--- src/rtl/conv_loader_pkg.sv ---
// Shared constants and FSM state type for the convolution operand loader.
package conv_pkg;
    localparam int DATA_W  = 8;
    localparam int IMG_N   = 4;
    localparam int KER_N   = 3;
    localparam int IMG_CNT = 16;
    localparam int KER_CNT = 9;
    localparam int CNT_W   = 5;

    localparam logic [CNT_W-1:0] IMG_LAST = CNT_W'(IMG_CNT - 1);
    localparam logic [CNT_W-1:0] KER_LAST = CNT_W'(KER_CNT - 1);

    typedef enum logic [1:0] {
        LOAD_A = 2'd0,
        LOAD_B = 2'd1,
        FIRE   = 2'd2,
        WAIT   = 2'd3
    } state_t;
endpackage

--- src/rtl/conv_loader_if.sv ---
// Byte stream, array handshake and operand bus between source, loader and systolic array.
interface conv_loader_if #(parameter int DATA_W = 8);
    logic [DATA_W-1:0] in_data;
    logic              in_valid;
    logic              in_ready;
    logic              start;
    logic              done;
    logic              busy;
    logic [DATA_W-1:0] a11, a12, a13, a14, a21, a22, a23, a24;
    logic [DATA_W-1:0] a31, a32, a33, a34, a41, a42, a43, a44;
    logic [DATA_W-1:0] b11, b12, b13, b21, b22, b23, b31, b32, b33;

    modport master (
        output in_data, in_valid, done,
        input  in_ready, start, busy,
        input  a11, a12, a13, a14, a21, a22, a23, a24,
        input  a31, a32, a33, a34, a41, a42, a43, a44,
        input  b11, b12, b13, b21, b22, b23, b31, b32, b33
    );

    modport slave (
        input  in_data, in_valid, done,
        output in_ready, start, busy,
        output a11, a12, a13, a14, a21, a22, a23, a24,
        output a31, a32, a33, a34, a41, a42, a43, a44,
        output b11, b12, b13, b21, b22, b23, b31, b32, b33
    );
endinterface

--- src/rtl/conv_loader.sv ---
// Loads a 4x4 image and 3x3 kernel from a byte stream, then fires the systolic array.
// Optional CONV_LOADER_KEEP_KERNEL_EN reuses the stored kernel after the first full frame.
module conv_loader #(
    parameter int DATA_W = conv_pkg::DATA_W,
    parameter int IMG_N  = conv_pkg::IMG_N,
    parameter int KER_N  = conv_pkg::KER_N
) (
    input  logic         clk,
    input  logic         rst,
    conv_loader_if.slave bus
);
    import conv_pkg::*;

    localparam int A_IDX_W = $clog2(IMG_N * IMG_N);
    localparam int B_IDX_W = $clog2(KER_N * KER_N);

    state_t             r_state;
    logic [CNT_W-1:0]   r_cnt;
    logic               r_ready;
    logic               r_start;
    logic               r_busy;
    logic [DATA_W-1:0]  r_a [IMG_N*IMG_N];
    logic [DATA_W-1:0]  r_b [KER_N*KER_N];
    logic               w_accept;
    logic               w_skip_b;

    // in_ready is registered so it stays low throughout reset and rises one edge later
    assign w_accept = bus.in_valid & r_ready;

`ifdef CONV_LOADER_KEEP_KERNEL_EN
    logic r_kvalid;
    always_ff @(posedge clk or negedge rst) begin
        if (!rst)
            r_kvalid <= 1'b0;
        else if (w_accept && r_state == LOAD_B && r_cnt == KER_LAST)
            r_kvalid <= 1'b1;
    end
    assign w_skip_b = r_kvalid;
`else
    assign w_skip_b = 1'b0;
`endif

    always_ff @(posedge clk or negedge rst) begin
        if (!rst) begin
            r_state <= LOAD_A;
            r_cnt   <= '0;
            r_ready <= 1'b0;
            r_start <= 1'b0;
            r_busy  <= 1'b0;
            for (int i = 0; i < IMG_N*IMG_N; i++) r_a[i] <= '0;
            for (int i = 0; i < KER_N*KER_N; i++) r_b[i] <= '0;
        end else begin
            r_start <= 1'b0;
            case (r_state)
                LOAD_A: begin
                    r_ready <= 1'b1;
                    if (w_accept) begin
                        r_a[r_cnt[A_IDX_W-1:0]] <= bus.in_data;
                        if (r_cnt == IMG_LAST) begin
                            r_cnt <= '0;
                            if (w_skip_b) begin
                                r_state <= FIRE;
                                r_ready <= 1'b0;
                                r_start <= 1'b1;
                                r_busy  <= 1'b1;
                            end else begin
                                r_state <= LOAD_B;
                            end
                        end else begin
                            r_cnt <= r_cnt + 1'b1;
                        end
                    end
                end
                LOAD_B: begin
                    if (w_accept) begin
                        r_b[r_cnt[B_IDX_W-1:0]] <= bus.in_data;
                        if (r_cnt == KER_LAST) begin
                            r_cnt   <= '0;
                            r_state <= FIRE;
                            r_ready <= 1'b0;
                            r_start <= 1'b1;
                            r_busy  <= 1'b1;
                        end else begin
                            r_cnt <= r_cnt + 1'b1;
                        end
                    end
                end
                // done is deliberately not looked at here so WAIT always lasts at least a cycle
                FIRE: r_state <= WAIT;
                WAIT: begin
                    if (bus.done) begin
                        r_state <= LOAD_A;
                        r_cnt   <= '0;
                        r_ready <= 1'b1;
                        r_busy  <= 1'b0;
                    end
                end
                default: begin
                    r_state <= LOAD_A;
                    r_cnt   <= '0;
                    r_ready <= 1'b0;
                    r_busy  <= 1'b0;
                end
            endcase
        end
    end

    assign bus.in_ready = r_ready;
    assign bus.start    = r_start;
    assign bus.busy     = r_busy;

    assign bus.a11 = r_a[0];   assign bus.a12 = r_a[1];
    assign bus.a13 = r_a[2];   assign bus.a14 = r_a[3];
    assign bus.a21 = r_a[4];   assign bus.a22 = r_a[5];
    assign bus.a23 = r_a[6];   assign bus.a24 = r_a[7];
    assign bus.a31 = r_a[8];   assign bus.a32 = r_a[9];
    assign bus.a33 = r_a[10];  assign bus.a34 = r_a[11];
    assign bus.a41 = r_a[12];  assign bus.a42 = r_a[13];
    assign bus.a43 = r_a[14];  assign bus.a44 = r_a[15];

    assign bus.b11 = r_b[0];   assign bus.b12 = r_b[1];
    assign bus.b13 = r_b[2];   assign bus.b21 = r_b[3];
    assign bus.b22 = r_b[4];   assign bus.b23 = r_b[5];
    assign bus.b31 = r_b[6];   assign bus.b32 = r_b[7];
    assign bus.b33 = r_b[8];
endmodule

--- src/flat_wrapper.sv ---
// flat-port wrapper written by rule: the top's interface ports become plain ports
module conv_loader_flat import conv_pkg::*;
#(
    parameter int DATA_W = conv_pkg::DATA_W,
    parameter int IMG_N  = conv_pkg::IMG_N,
    parameter int KER_N  = conv_pkg::KER_N
)
  (clk, rst, bus_in_data, bus_in_valid, bus_done, bus_in_ready, bus_start, bus_busy, bus_a11, bus_a12, bus_a13, bus_a14, bus_a21, bus_a22, bus_a23, bus_a24, bus_a31, bus_a32, bus_a33, bus_a34, bus_a41, bus_a42, bus_a43, bus_a44, bus_b11, bus_b12, bus_b13, bus_b21, bus_b22, bus_b23, bus_b31, bus_b32, bus_b33);
  conv_loader_if #(.DATA_W(DATA_W)) bus_i ();
  input  logic clk;
  input  logic rst;
  input wire logic [$bits(bus_i.in_data)-1:0] bus_in_data;
  input wire logic [$bits(bus_i.in_valid)-1:0] bus_in_valid;
  input wire logic [$bits(bus_i.done)-1:0] bus_done;
  output wire logic [$bits(bus_i.in_ready)-1:0] bus_in_ready;
  output wire logic [$bits(bus_i.start)-1:0] bus_start;
  output wire logic [$bits(bus_i.busy)-1:0] bus_busy;
  output wire logic [$bits(bus_i.a11)-1:0] bus_a11;
  output wire logic [$bits(bus_i.a12)-1:0] bus_a12;
  output wire logic [$bits(bus_i.a13)-1:0] bus_a13;
  output wire logic [$bits(bus_i.a14)-1:0] bus_a14;
  output wire logic [$bits(bus_i.a21)-1:0] bus_a21;
  output wire logic [$bits(bus_i.a22)-1:0] bus_a22;
  output wire logic [$bits(bus_i.a23)-1:0] bus_a23;
  output wire logic [$bits(bus_i.a24)-1:0] bus_a24;
  output wire logic [$bits(bus_i.a31)-1:0] bus_a31;
  output wire logic [$bits(bus_i.a32)-1:0] bus_a32;
  output wire logic [$bits(bus_i.a33)-1:0] bus_a33;
  output wire logic [$bits(bus_i.a34)-1:0] bus_a34;
  output wire logic [$bits(bus_i.a41)-1:0] bus_a41;
  output wire logic [$bits(bus_i.a42)-1:0] bus_a42;
  output wire logic [$bits(bus_i.a43)-1:0] bus_a43;
  output wire logic [$bits(bus_i.a44)-1:0] bus_a44;
  output wire logic [$bits(bus_i.b11)-1:0] bus_b11;
  output wire logic [$bits(bus_i.b12)-1:0] bus_b12;
  output wire logic [$bits(bus_i.b13)-1:0] bus_b13;
  output wire logic [$bits(bus_i.b21)-1:0] bus_b21;
  output wire logic [$bits(bus_i.b22)-1:0] bus_b22;
  output wire logic [$bits(bus_i.b23)-1:0] bus_b23;
  output wire logic [$bits(bus_i.b31)-1:0] bus_b31;
  output wire logic [$bits(bus_i.b32)-1:0] bus_b32;
  output wire logic [$bits(bus_i.b33)-1:0] bus_b33;
  assign bus_i.in_data = bus_in_data;
  assign bus_i.in_valid = bus_in_valid;
  assign bus_i.done = bus_done;
  assign bus_in_ready = bus_i.in_ready;
  assign bus_start = bus_i.start;
  assign bus_busy = bus_i.busy;
  assign bus_a11 = bus_i.a11;
  assign bus_a12 = bus_i.a12;
  assign bus_a13 = bus_i.a13;
  assign bus_a14 = bus_i.a14;
  assign bus_a21 = bus_i.a21;
  assign bus_a22 = bus_i.a22;
  assign bus_a23 = bus_i.a23;
  assign bus_a24 = bus_i.a24;
  assign bus_a31 = bus_i.a31;
  assign bus_a32 = bus_i.a32;
  assign bus_a33 = bus_i.a33;
  assign bus_a34 = bus_i.a34;
  assign bus_a41 = bus_i.a41;
  assign bus_a42 = bus_i.a42;
  assign bus_a43 = bus_i.a43;
  assign bus_a44 = bus_i.a44;
  assign bus_b11 = bus_i.b11;
  assign bus_b12 = bus_i.b12;
  assign bus_b13 = bus_i.b13;
  assign bus_b21 = bus_i.b21;
  assign bus_b22 = bus_i.b22;
  assign bus_b23 = bus_i.b23;
  assign bus_b31 = bus_i.b31;
  assign bus_b32 = bus_i.b32;
  assign bus_b33 = bus_i.b33;
  conv_loader #(.DATA_W(DATA_W), .IMG_N(IMG_N), .KER_N(KER_N)) u_core (.clk(clk), .rst(rst), .bus(bus_i));
endmodule
--- config.mk ---
export PLATFORM = sky130hd
export DESIGN_NAME = conv_loader_flat
export DESIGN_NICKNAME = d
export VERILOG_FILES = /design/src/rtl/conv_loader_pkg.sv /design/src/rtl/conv_loader_if.sv /design/src/rtl/conv_loader.sv /design/src/flat_wrapper.sv
export SDC_FILE = /design/constraint.sdc
export NUM_CORES = 1
export LEC_CHECK = 0
export CELL_PAD_IN_SITES_DETAIL_PLACEMENT = 1
export CELL_PAD_IN_SITES_GLOBAL_PLACEMENT = 2
export CORE_UTILIZATION = 35
export CTS_BUF_LIST = sky130_fd_sc_hd__clkbuf_8
export DETAILED_ROUTE_END_ITERATION = 16
export PLACE_DENSITY_LB_ADDON = 0.1
export SETUP_SLACK_MARGIN = 0.02
export SYNTH_ARGS = -nofsm -noshare
export SYNTH_HDL_FRONTEND = slang
export SYNTH_SLANG_ARGS = --single-unit
--- constraint.sdc ---
create_clock -name clk -period 2.36 [get_ports clk]
set_input_delay 0.59 -clock clk [delete_from_list [all_inputs] [get_ports clk]]
set_output_delay 0.59 -clock clk [all_outputs]
set_load 0.01 [all_outputs]
## Word level (Yosys, flattened, before mapping)

Cells that the tools add are included.

| word-level totals | value |
|---|---|
| flip-flop bits (word level) | 210 |
| bits of input ports | 12 |
| output and inout bits | 203 |
| word-level logic and storage cells | 82 |

| operators by class | value |
|---|---|
| add/subtract/negate cells | 1 |
| order comparisons | 2 |
| eq/ne operators | 10 |
| multiplexer cells | 27 |
| bitwise gates (word level) | 2 |
| reduce and logical (&&, ||, !) cells | 10 |

Operator list:

| cell | count |
|---|---|
| 128-bit bitwise mux | 1 |
| 72-bit bitwise mux | 1 |
| 8-bit demux with 4-bit select | 1 |
| 5-bit 2-to-1 mux | 5 |
| 5-bit case mux with 3 select lines | 1 |
| 4-bit AND reduction | 3 |
| 5-bit by 4-bit == test with 1-bit output (second input constant) | 2 |
| 2-bit 2-to-1 mux | 5 |
| 1-bit 2-to-1 mux | 9 |
| 8-bit 2-to-1 mux | 1 |
| 2-bit by 1-bit inequality test with 1-bit output (second input constant) | 4 |
| 2-bit case mux with 4 select lines | 1 |
| 5-bit by 1-bit adder with 5-bit output (second input constant) | 1 |
| 5-bit greater-or-equal comparator (second input constant) | 1 |
| 5-bit by 1-bit less-than comparator with 1-bit output (second input constant) | 1 |
| 4-bit NOT with 5-bit output | 1 |
| 5-bit AND reduction | 1 |
| 2-bit == test (second input constant) | 2 |
| 2-bit AND reduction | 2 |
| 1-bit case mux with 3 select lines | 1 |
| 3-bit nonzero test | 1 |
| 2-bit by 1-bit == test with 1-bit output (second input constant) | 1 |
| 2-bit zero test | 1 |
| 2-bit inequality test (second input constant) | 1 |
| other kinds (4) | 4 |

## Longest topological paths before layout

Gate-level depths: netlist (run 1).

| logic depth | value |
|---|---|
| word-level depth | 6 |
| depth in mapped cells | 8 |
| mapped depth without buffers | 8 |

## Worst setup path after synthesis (run 1)

Ideal clock, no wire load.

| timing path | value |
|---|---|
| path type | register to register |
| start point | register u_core.r_state[1] |
| end point | register u_core.r_b, in the netlist u_core.bus.b11[0] |
| setup time | 0.125 ns |
| arrival time | 1.737 ns |
| required time | 2.235 ns |
| slack | 0.499 ns |
| cell stages (with the launch flop) | 7 |
| buffers on the path | 1 |
| clock period less this slack | 1.861 ns |
| cells stage by stage | dfrtp_1 inv_1 ha_1 buf_2 nand4_1 nor2_2 mux2_2 |

| on the way | value |
|---|---|
| cells in the longest elaborated chain, start to end | 2 |

Ends and longest elaborated chain:

| element | RTL line | text |
|---|---|---|
| start, declared | conv_loader.sv:17 | `state_t r_state;` |
| start signal, assigned | conv_loader.sv:45 | `r_state <= LOAD_A;` |
| start signal, assigned | conv_loader.sv:62 | `r_state <= FIRE;` |
| start signal, assigned | conv_loader.sv:67 | `r_state <= LOAD_B;` |
| 2-bit by 1-bit == test with 1-bit output | conv_loader.sv:54 | `case (r_state)` |
| 2-bit AND reduction (no line) | - |  |
| end signal, assigned by index | conv_loader.sv:76 | `r_b[r_cnt[B_IDX_W-1:0]] <= bus.in_data;` |
| end, declared | conv_loader.sv:23 | `logic [DATA_W-1:0] r_b [KER_N*KER_N];` |

Every way passes these cells.
A chain may end at the register's enable or synchronous reset.

## Worst setup path after layout (run 1)

| timing path | value |
|---|---|
| start point | register u_core.r_ready, in the netlist u_core.bus.in_ready |
| end point | output port bus_in_ready |

RTL lines:

| element | RTL line | text |
|---|---|---|
| start, declared | conv_loader.sv:19 | `logic r_ready;` |
| start signal, assigned | conv_loader.sv:47 | `r_ready <= 1'b0;` |
| start signal, assigned | conv_loader.sv:56 | `r_ready <= 1'b1;` |
| start signal, assigned | conv_loader.sv:63 | `r_ready <= 1'b0;` |
| end, declared | flat_wrapper.sv:15 | `output wire logic [$bits(bus_i.in_ready)-1:0] bus_in_ready;` |

No word-level cell between the ends.

==> results of run 1 <==
## cell usage in the layout (no fill, tap or decap), types with 5 or more instances in the layout
cell	n
clkbuf_8	53
inv_1	14
ha_1	12
o21ai_0	6
nand2_1	13
buf_12	18
dfrtp_1	210
clkdlybuf4s50_1	213
nand3_1	5
buf_4	22
clkinv_2	7
mux2_2	200
nor2_1	6
nor2_2	20
## per-stage QoR
| step | total power [mW] | hold WS, ns |
|---|---|---|
| 6_report | 15.24 | 0.06585 |
| 3_5_place_dp | 11.83 | 0.4929 |
| 3_3_place_gp | 11.60 | 0.4762 |
| 4_1_cts | 15.49 | 0.03404 |
| 2_1_floorplan | 8.214 | 0.2944 |
| 5_1_grt | 16.13 | 0.06329 |
## where the power goes
group	switching, mW	leakage (nW)	internal (mW)
clock network	1.48	0.453	2.07
logic	2.37	2.28	3.51
registers	0.832	2.78	4.98
total	4.68	5.52	10.6
## routing by layer
layer / wire, um / vias to the layer above / track usage
met2: 11670 / 162 / 0.3402
li1: - / 2409 / -
met5: 0 / - / 0
met1: 10510 / 2812 / 0.2698
met3: 1572 / 24 / 0.05877
met4: 347 / 0 / 0.05229
## cell type report
class | count | area (sq um)
clock buffer | 52 | 715.7
clock inverter | 15 | 91.34
fill | 2254 | 10820
inverter | 7 | 26.28
multi-input combinational | 294 | 2873
sequential | 210 | 5255
tap | 313 | 391.6
timing repair buffer | 254 | 2671
## worst min path at each step
stage / slack [ns] / to
floorplan: 0.29 / u_core.bus.a11[0]
global placement: 0.48 / u_core.bus.b12[2]
detailed placement: 0.49 / u_core.bus.b32[3]
CTS: 0.03 / u_core.r_cnt[1]
global route: 0.06 / u_core.r_cnt[1]
finish: 0.07 / u_core.bus.a31[0]
## worst reg2reg max path, cell delays in order, from the launching register on
cell	delay, ns
dfrtp_1	0.43
inv_1	0.12
ha_1	0.40
nand3_1	0.23
nor2_2	0.25
nand2_2	0.20
mux2_1	0.37
## logic make-up after synthesis
logic type	after synthesis
buf+inv	29
flops	210
compound gates	16
mux	202
simple gates	64
fa+ha+maj	12
==> metrics.cfg, run 1 <==
[min_path]
hp-class=in2async

[clock_network]
clk_pin_slew_ns=0.06
cts_resized=0
post_cts_buffers=0
cts_tree=yes
ctsHtreeMaxLevel=2
cts_hold_buf=0
clk_latency_ns=0.52
clock-sinks=210
cts_buffers=38
cts-root-buf=clkbuf_8
max-clock-path-buffers=3

[cells_and_area]
final_area_sq_mm=0.01202
drive_gt1_frac=0.3894
final_cells=1145
antenna_cells=0
area_delta_synth_final_pct=45.89
fin_util=0.5263
nets=829

[grt]
track_usage=0.2073
overflow=0
grt_max_degree=54
grt_pass1_wl_um=37850
grt_pass1_vias=6201
antenna_found_initial=0

[critical_path]
cp-end-kind=primary output
r2r-end=u_core.bus.b12[2]
critPathBufInv=1
cp.required_ns=1.77
crit_start=u_core.bus.in_ready
cpPeakStageDelay_ns=0.59
crit_path_cell_trace=clkdlybuf4s50_1
path_delay_family=buffers and inverters
worst-path-max-fanout=9
criticalPathCategory=reg2out
startpoint_type=register
reg2reg_depth=6
path_depth=1
rr_startpoint=u_core.r_state[1]
cp_data_arrival_time_ns=1.59
crit_path_end=bus_in_ready
rrSetupSlack_ns=0.22
crit_path_top_delay_cell=clkdlybuf4s50_1

[placed_design]
place_hpwl_um=16680
placed_area_sq_mm=0.01122
pre_cts_slack_ns=-0.1564
io_buffers=214
placed_cells=1078
gp_congestion=0.7775

[yosys]
ys_warn_count=0
synth-seq-cells=210
synth_top_family_by_area=multiplexers
syn_area_sq_mm=0.008242
synthFlopType=dfrtp_1
synth_top_cell_area_share=0.6376
postSynthCellCount=533
netlist_top_cells_area=dfrtp_1, mux2_2, ha_1, nor2_2, clkbuf_1
yosys-top-cells-count=dfrtp_1, mux2_2, nor2_2
yosysMostFrequentCell=dfrtp_1
synth_edf_count=0
ys_seq_area_frac=0.6376
yosys.area.top_type=dfrtp_1
syn_nets=557
synth_compound_area_frac=0.01215
ys_types=29
synth_fa_ha_area_frac=0.01822
synth_xor_xnor_area_share=0
synth_simple_gate_area_frac=0.04236
syn_avg_cell_area_sq_um=15.46
synth.area.mux_share=0.2758
synthArstFlopShare=1.000

[timing]
period_needed_ns=2.178
rsz0062_at_grt=no
slew_headroom=0.6306
fin_ws_ns=0.1820
skew_ns=0.03205
report.final.slew_viol_count=0
worst_pin_slew_ns=0.5524
setup_viol=0
fin_tns_setup_ns=0
hold_violations=0
min_period_over_period=0.9229
fmax_mhz=459.1

[outcome]
status=finished, final reports clean

[run]
drv_cap=0

[floorplan]
die_h_um=155.5
core_area_sq_mm=0.02285
die_w_um=155.5
fp.dieArea_sq_mm=0.02416
start_util=0.3607
io_pins=215
rows=55

[power]
vdd_drop_max_mv=0.4973
power.density_mw_per_mm2=1267
p_leak_nw=5.515

[routing]
routed_via_density=4.722
drt-total-wl_um=24110
wl_per_cell_um=21.05
dr.pass1.iters=4
via_count=5407
remaining_drc_errors=0
first_iter_violations=139
postRouteAntennaNets=0

Note: power is estimated with default switching activity, not from simulation.
==> run 2: changes to the inputs <==
--- a/config.mk
+++ b/config.mk
@@ -7,7 +7,7 @@
 export LEC_CHECK = 0
 export CELL_PAD_IN_SITES_DETAIL_PLACEMENT = 1
 export CELL_PAD_IN_SITES_GLOBAL_PLACEMENT = 2
-export CORE_UTILIZATION = 35
+export CORE_UTILIZATION = 37
 export CTS_BUF_LIST = sky130_fd_sc_hd__clkbuf_8
 export DETAILED_ROUTE_END_ITERATION = 16
 export PLACE_DENSITY_LB_ADDON = 0.1
==> constraint.sdc (replaced) <==
create_clock -name clk -period 2.6 [get_ports clk]
set_input_delay 0.65 -clock clk [delete_from_list [all_inputs] [get_ports clk]]
set_output_delay 0.65 -clock clk [all_outputs]
set_load 0.01 [all_outputs]
==> metrics.cfg, run 2 (synthesis results as in run 1) <==
[cells_and_area]
fill_cells=2145  ; -4.8%
final_common_cell=clkdlybuf4s50_1
area_delta_synth_final_pct=42.19
seqCellArea_sq_mm=0.005255  ; unchanged
drive_gt1_frac=0.3736  ; -0.01581
mostFrequentLayoutCells=clkdlybuf4s50_1, dfrtp_1, mux2_2
antenna_cells=0  ; unchanged
final_area_sq_mm=0.01172  ; -2.5%
final_cells=1091  ; -4.7%
multiInputGateArea_sq_mm=0.002873  ; unchanged
nets=819  ; -1.2%

[outcome]
status=finished, final reports clean

[clock_network]
post_cts_buffers=0  ; unchanged
clk_latency_ns=0.52  ; about the same
cts_resized=0  ; unchanged
max-clock-path-buffers=3  ; unchanged
ctsHtreeMaxLevel=2  ; unchanged
cts_tree=yes
cts_hold_buf=0  ; unchanged
clk_pin_slew_ns=0.05  ; about the same
cts-root-buf=clkbuf_8
cts_buffers=38  ; unchanged
clock-sinks=210  ; unchanged

[critical_path]
cp.required_ns=1.95  ; +0.18 ns
crit_path_cell_trace=clkdlybuf4s50_1
path_delay_family=buffers and inverters
cp-end-kind=primary output
cp_data_arrival_time_ns=1.63  ; +0.04 ns
crit_path_top_delay_cell=clkdlybuf4s50_1
worst-path-max-fanout=9  ; unchanged
cpPeakStageDelay_ns=0.61  ; +0.02 ns
rr_startpoint=u_core.r_state[1]
critPathBufInv=1  ; unchanged
startpoint_type=register
crit_start=u_core.bus.in_ready
criticalPathCategory=reg2out

[routing]
dr.pass1.iters=4  ; unchanged
via_count=5377  ; -0.55%
wl_per_cell_um=21.45  ; +1.9%
postRouteAntennaNets=0  ; unchanged
first_iter_violations=140  ; +0.72%
remaining_drc_errors=0  ; unchanged
drt-total-wl_um=23410  ; -2.9%
routed_via_density=4.929  ; +4.4%

[grt]
antenna_found_initial=0  ; unchanged
grt_max_degree=65  ; +20%
grt_pass1_wl_um=35940  ; -5.1%
overflow=0  ; unchanged
grt_pass1_vias=5968  ; -3.8%
track_usage=0.2112  ; +0.003840

[min_path]
hp-class=in2async

[power]
power.density_mw_per_mm2=1151  ; -9.2%
vdd_drop_max_mv=0.5337  ; +7.3%
p_leak_nw=5.382  ; -2.4%

[placed_design]
gp_congestion=0.7657  ; -1.5%
place_hpwl_um=15780  ; -5.4%
io_buffers=214  ; unchanged
placed_area_sq_mm=0.01103  ; -1.7%
placed_cells=1035  ; -4.0%

[floorplan]
rows=54  ; -1.8%
fp.dieArea_sq_mm=0.02288  ; -5.3%
io_pins=215  ; unchanged
die_w_um=151.2  ; -2.7%
start_util=0.3777  ; +0.01692
die_h_um=151.2  ; -2.7%
core_area_sq_mm=0.02182  ; -4.5%

[timing]
worst_pin_slew_ns=0.5056  ; -0.04677 ns
report.final.slew_viol_count=0  ; unchanged
rsz0062_at_grt=no
hold_violations=0  ; unchanged
skew_ns=0.01416  ; -0.01789 ns
min_period_over_period=0.8767
fmax_mhz=438.7
slew_headroom=0.6629  ; +0.03234
period_needed_ns=2.280
setup_viol=0  ; unchanged

[run]
drv_cap=0  ; unchanged

-- run 2: through the flow --
step	hold WS [ns]	setup slack, ns	total power [mW]	utilization	setup TNS [ns]
detailed placement	0.4953	-0.03002	10.69	0.5052	-0.2151
global placement	0.4747	0.05707	10.49	0.5052	0
CTS	0.1032	0.2958	13.70	0.5370	0
floorplan	0.3544	0.7386	7.456	-	0
global route	0.1201	0.1743	14.31	0.5370	0
finish	0.1045	0.3205	13.49	0.5370	0
-- run 2: layer usage --
layer	vias to the layer above	GRT usage	part of all wire
met5	-	0	0
met4	0	0.06050	0.021
met3	43	0.06295	0.071
met1	2778	0.2691	0.42
li1	2384	-	-
met2	172	0.3461	0.49
-- run 2: final timing paths --
check / endpoint / slack (ns) / cells past startpoint
setup / recovery: bus_in_ready / 0.32 / 1
setup reg to reg: u_core.bus.b31[6] / 0.37 / 6
min in group clk: u_core.bus.b12[2] / 0.50 / 1
hold reg to reg: u_core.bus.b12[2] / 0.50 / 1
max in group asynchronous: u_core.bus.a11[1] / 1.70 / 2
hold / removal: u_core.bus.b23[5] / 0.10 / 1
-- run 2: final cells by class --
class / instances / share of cell area
well taps: 280 / 0.02990
clock inverters: 11 / 0.006299
inverters: 7 / 0.002242
repair buffers: 244 / 0.2151
flip-flops and latches: 210 / 0.4484
clock buffers: 45 / 0.05285
multi-input cells: 294 / 0.2451
-- run 2: power by group --
part	internal, mW	total (mW)	switching (mW)
Sequential	4.52	5.30	0.776
Combinational	3.16	5.28	2.12
Clock	1.64	2.92	1.28
Total	9.32	13.5	4.17
==> run 3: changes to the inputs <==
--- a/config.mk
+++ b/config.mk
@@ -10,7 +10,7 @@
 export CORE_UTILIZATION = 37
 export CTS_BUF_LIST = sky130_fd_sc_hd__clkbuf_8
 export DETAILED_ROUTE_END_ITERATION = 16
-export PLACE_DENSITY_LB_ADDON = 0.1
+export PLACE_DENSITY = 0.95
 export SETUP_SLACK_MARGIN = 0.02
 export SYNTH_ARGS = -nofsm -noshare
 export SYNTH_HDL_FRONTEND = slang
==> metrics.cfg, run 3 (synthesis results as in run 1) <==
[outcome]
status=finished, final reports clean

[cells_and_area]
mostFrequentLayoutCells=clkdlybuf4s50_1, dfrtp_1, mux2_2
drive_gt1_frac=0.3649  ; -0.008748
antenna_cells=0  ; unchanged
fill_cells=2135  ; -0.47%
fin_util=0.5302  ; -0.006823
area_delta_synth_final_pct=40.38
multiInputGateArea_sq_mm=0.002873  ; unchanged
nets=819  ; unchanged
final_cells=1094  ; +0.27%
seqCellArea_sq_mm=0.005255  ; unchanged
final_common_cell=clkdlybuf4s50_1

[clock_network]
ctsHtreeMaxLevel=2  ; unchanged
cts_hold_buf=0  ; unchanged
cts_buffers=36  ; -5.3%
cts_tree=yes
cts_resized=0  ; unchanged
cts-root-buf=clkbuf_8
clock-sinks=210  ; unchanged
clk_pin_slew_ns=0.06  ; about the same
post_cts_buffers=0  ; unchanged
clk_latency_ns=0.51  ; about the same
max-clock-path-buffers=3  ; unchanged

[floorplan]
core_area_sq_mm=0.02182  ; unchanged
die_h_um=151.2  ; unchanged
rows=54  ; unchanged
die_w_um=151.2  ; unchanged
io_pins=215  ; unchanged
fp.dieArea_sq_mm=0.02288  ; unchanged
start_util=0.3777  ; unchanged

[run]
drv_cap=0  ; unchanged

[critical_path]
cp.required_ns=1.95  ; about the same
cpPeakStageDelay_ns=0.62  ; about the same
path_delay_family=buffers and inverters
crit_path_top_delay_cell=clkdlybuf4s50_1
crit_path_cell_trace=clkdlybuf4s50_1
startpoint_type=register
worst-path-max-fanout=9  ; unchanged
cp_data_arrival_time_ns=1.62  ; about the same
cp-end-kind=primary output
criticalPathCategory=reg2out
critPathBufInv=1  ; unchanged

[timing]
fin_tns_setup_ns=0  ; unchanged
worst_pin_slew_ns=0.5337  ; +0.02811 ns
fin_ws_ns=0.3263  ; +0.005851 ns
period_needed_ns=2.274  ; -0.005851 ns
skew_ns=0.01629  ; +0.002128 ns
min_period_over_period=0.8745  ; -0.002250
slew_headroom=0.6442  ; -0.01874
hold_violations=0  ; unchanged
report.final.slew_viol_count=0  ; unchanged
rsz0062_at_grt=no
fmax_mhz=439.8  ; +0.26%
setup_viol=0  ; unchanged

[routing]
via_count=5420  ; +0.80%
postRouteAntennaNets=0  ; unchanged
drt-total-wl_um=23850  ; +1.9%
wl_per_cell_um=21.80  ; +1.6%
routed_via_density=4.954  ; +0.52%
first_iter_violations=138  ; -1.4%
dr.pass1.iters=4  ; unchanged
remaining_drc_errors=0  ; unchanged

[placed_design]
gp_congestion=0.7755  ; +1.3%
place_hpwl_um=16460  ; +4.3%
pre_cts_slack_ns=0.05746  ; +0.08748 ns
io_buffers=214  ; unchanged
placed_cells=1037  ; +0.19%

[grt]
antenna_found_initial=0  ; unchanged
grt_max_degree=65  ; unchanged
overflow=0  ; unchanged
grt_pass1_vias=5943  ; -0.42%
track_usage=0.2112  ; about the same
grt_pass1_wl_um=36110  ; +0.48%

[power]
vdd_drop_max_mv=0.5058  ; -5.2%
p_leak_nw=5.359  ; -0.43%
p_total_mw=13.24  ; -1.8%
power.density_mw_per_mm2=1144  ; -0.58%

[min_path]
hp-class=in2async

-- run 3: cell types whose count changed in the layout (fill, tap and decap cells not counted), sizes merged --
cell    delta
buf        +2
clkbuf     -7
bufinv     -1
inv       +10
clkinv     -1
-- run 3: worst reg2reg max path, stage by stage (launching register included) --
cell	delay (ns)
dfrtp_1	0.42
inv_1	0.12
ha_1	0.41
nand3_1	0.21
nor2_1	0.26
nand2_1	0.32
mux2_2	0.37
-- run 3: metal layers --
metal | routed length (um) | share of wire | track usage
met1 | 9867 | 0.41 | 0.2640
met3 | 1564 | 0.066 | 0.05482
met4 | 580 | 0.024 | 0.06350
met5 | 0 | 0 | 0
met2 | 11840 | 0.50 | 0.3568
-- run 3: power breakdown --
part	switching [mW]	leakage, nW	internal [mW]
logic	2.15	2.21	3.15
registers	0.814	2.78	4.52
clock network	1.27	0.367	1.34
total	4.24	5.36	9.01
-- run 3: metrics by stage --
stage                     cell area (sq um)  hold slack, ns
final                                 11570          0.1319
after global routing                  11570          0.1406
after CTS                             11570          0.1309
after detailed placement              10970          0.4872
after global placement                10970          0.4747
after floorplan                        8242          0.3544
-- run 3: area by class of cell --
type,instances,area share
inverter,7,0.002271
multi-input combinational,294,0.2483
timing repair buffer,246,0.2127
clock buffer,38,0.04520
clock inverter,19,0.007029
sequential,210,0.4542
tap,280,0.03028
-- run 3: final timing paths --
check | start | to | slack, ns | cells past startpoint
max | u_core.bus.in_ready | bus_in_ready | 0.33 | 1
min reg2reg | u_core.bus.b12[2] | u_core.bus.b12[2] | 0.49 | 1
min | rst | u_core.bus.b12[5] | 0.13 | 1
min in group clk | u_core.bus.b12[2] | u_core.bus.b12[2] | 0.49 | 1
max in group asynchronous | rst | u_core.bus.b22[2] | 1.71 | 2
max reg2reg | u_core.r_state[1] | u_core.bus.b31[0] | 0.38 | 6
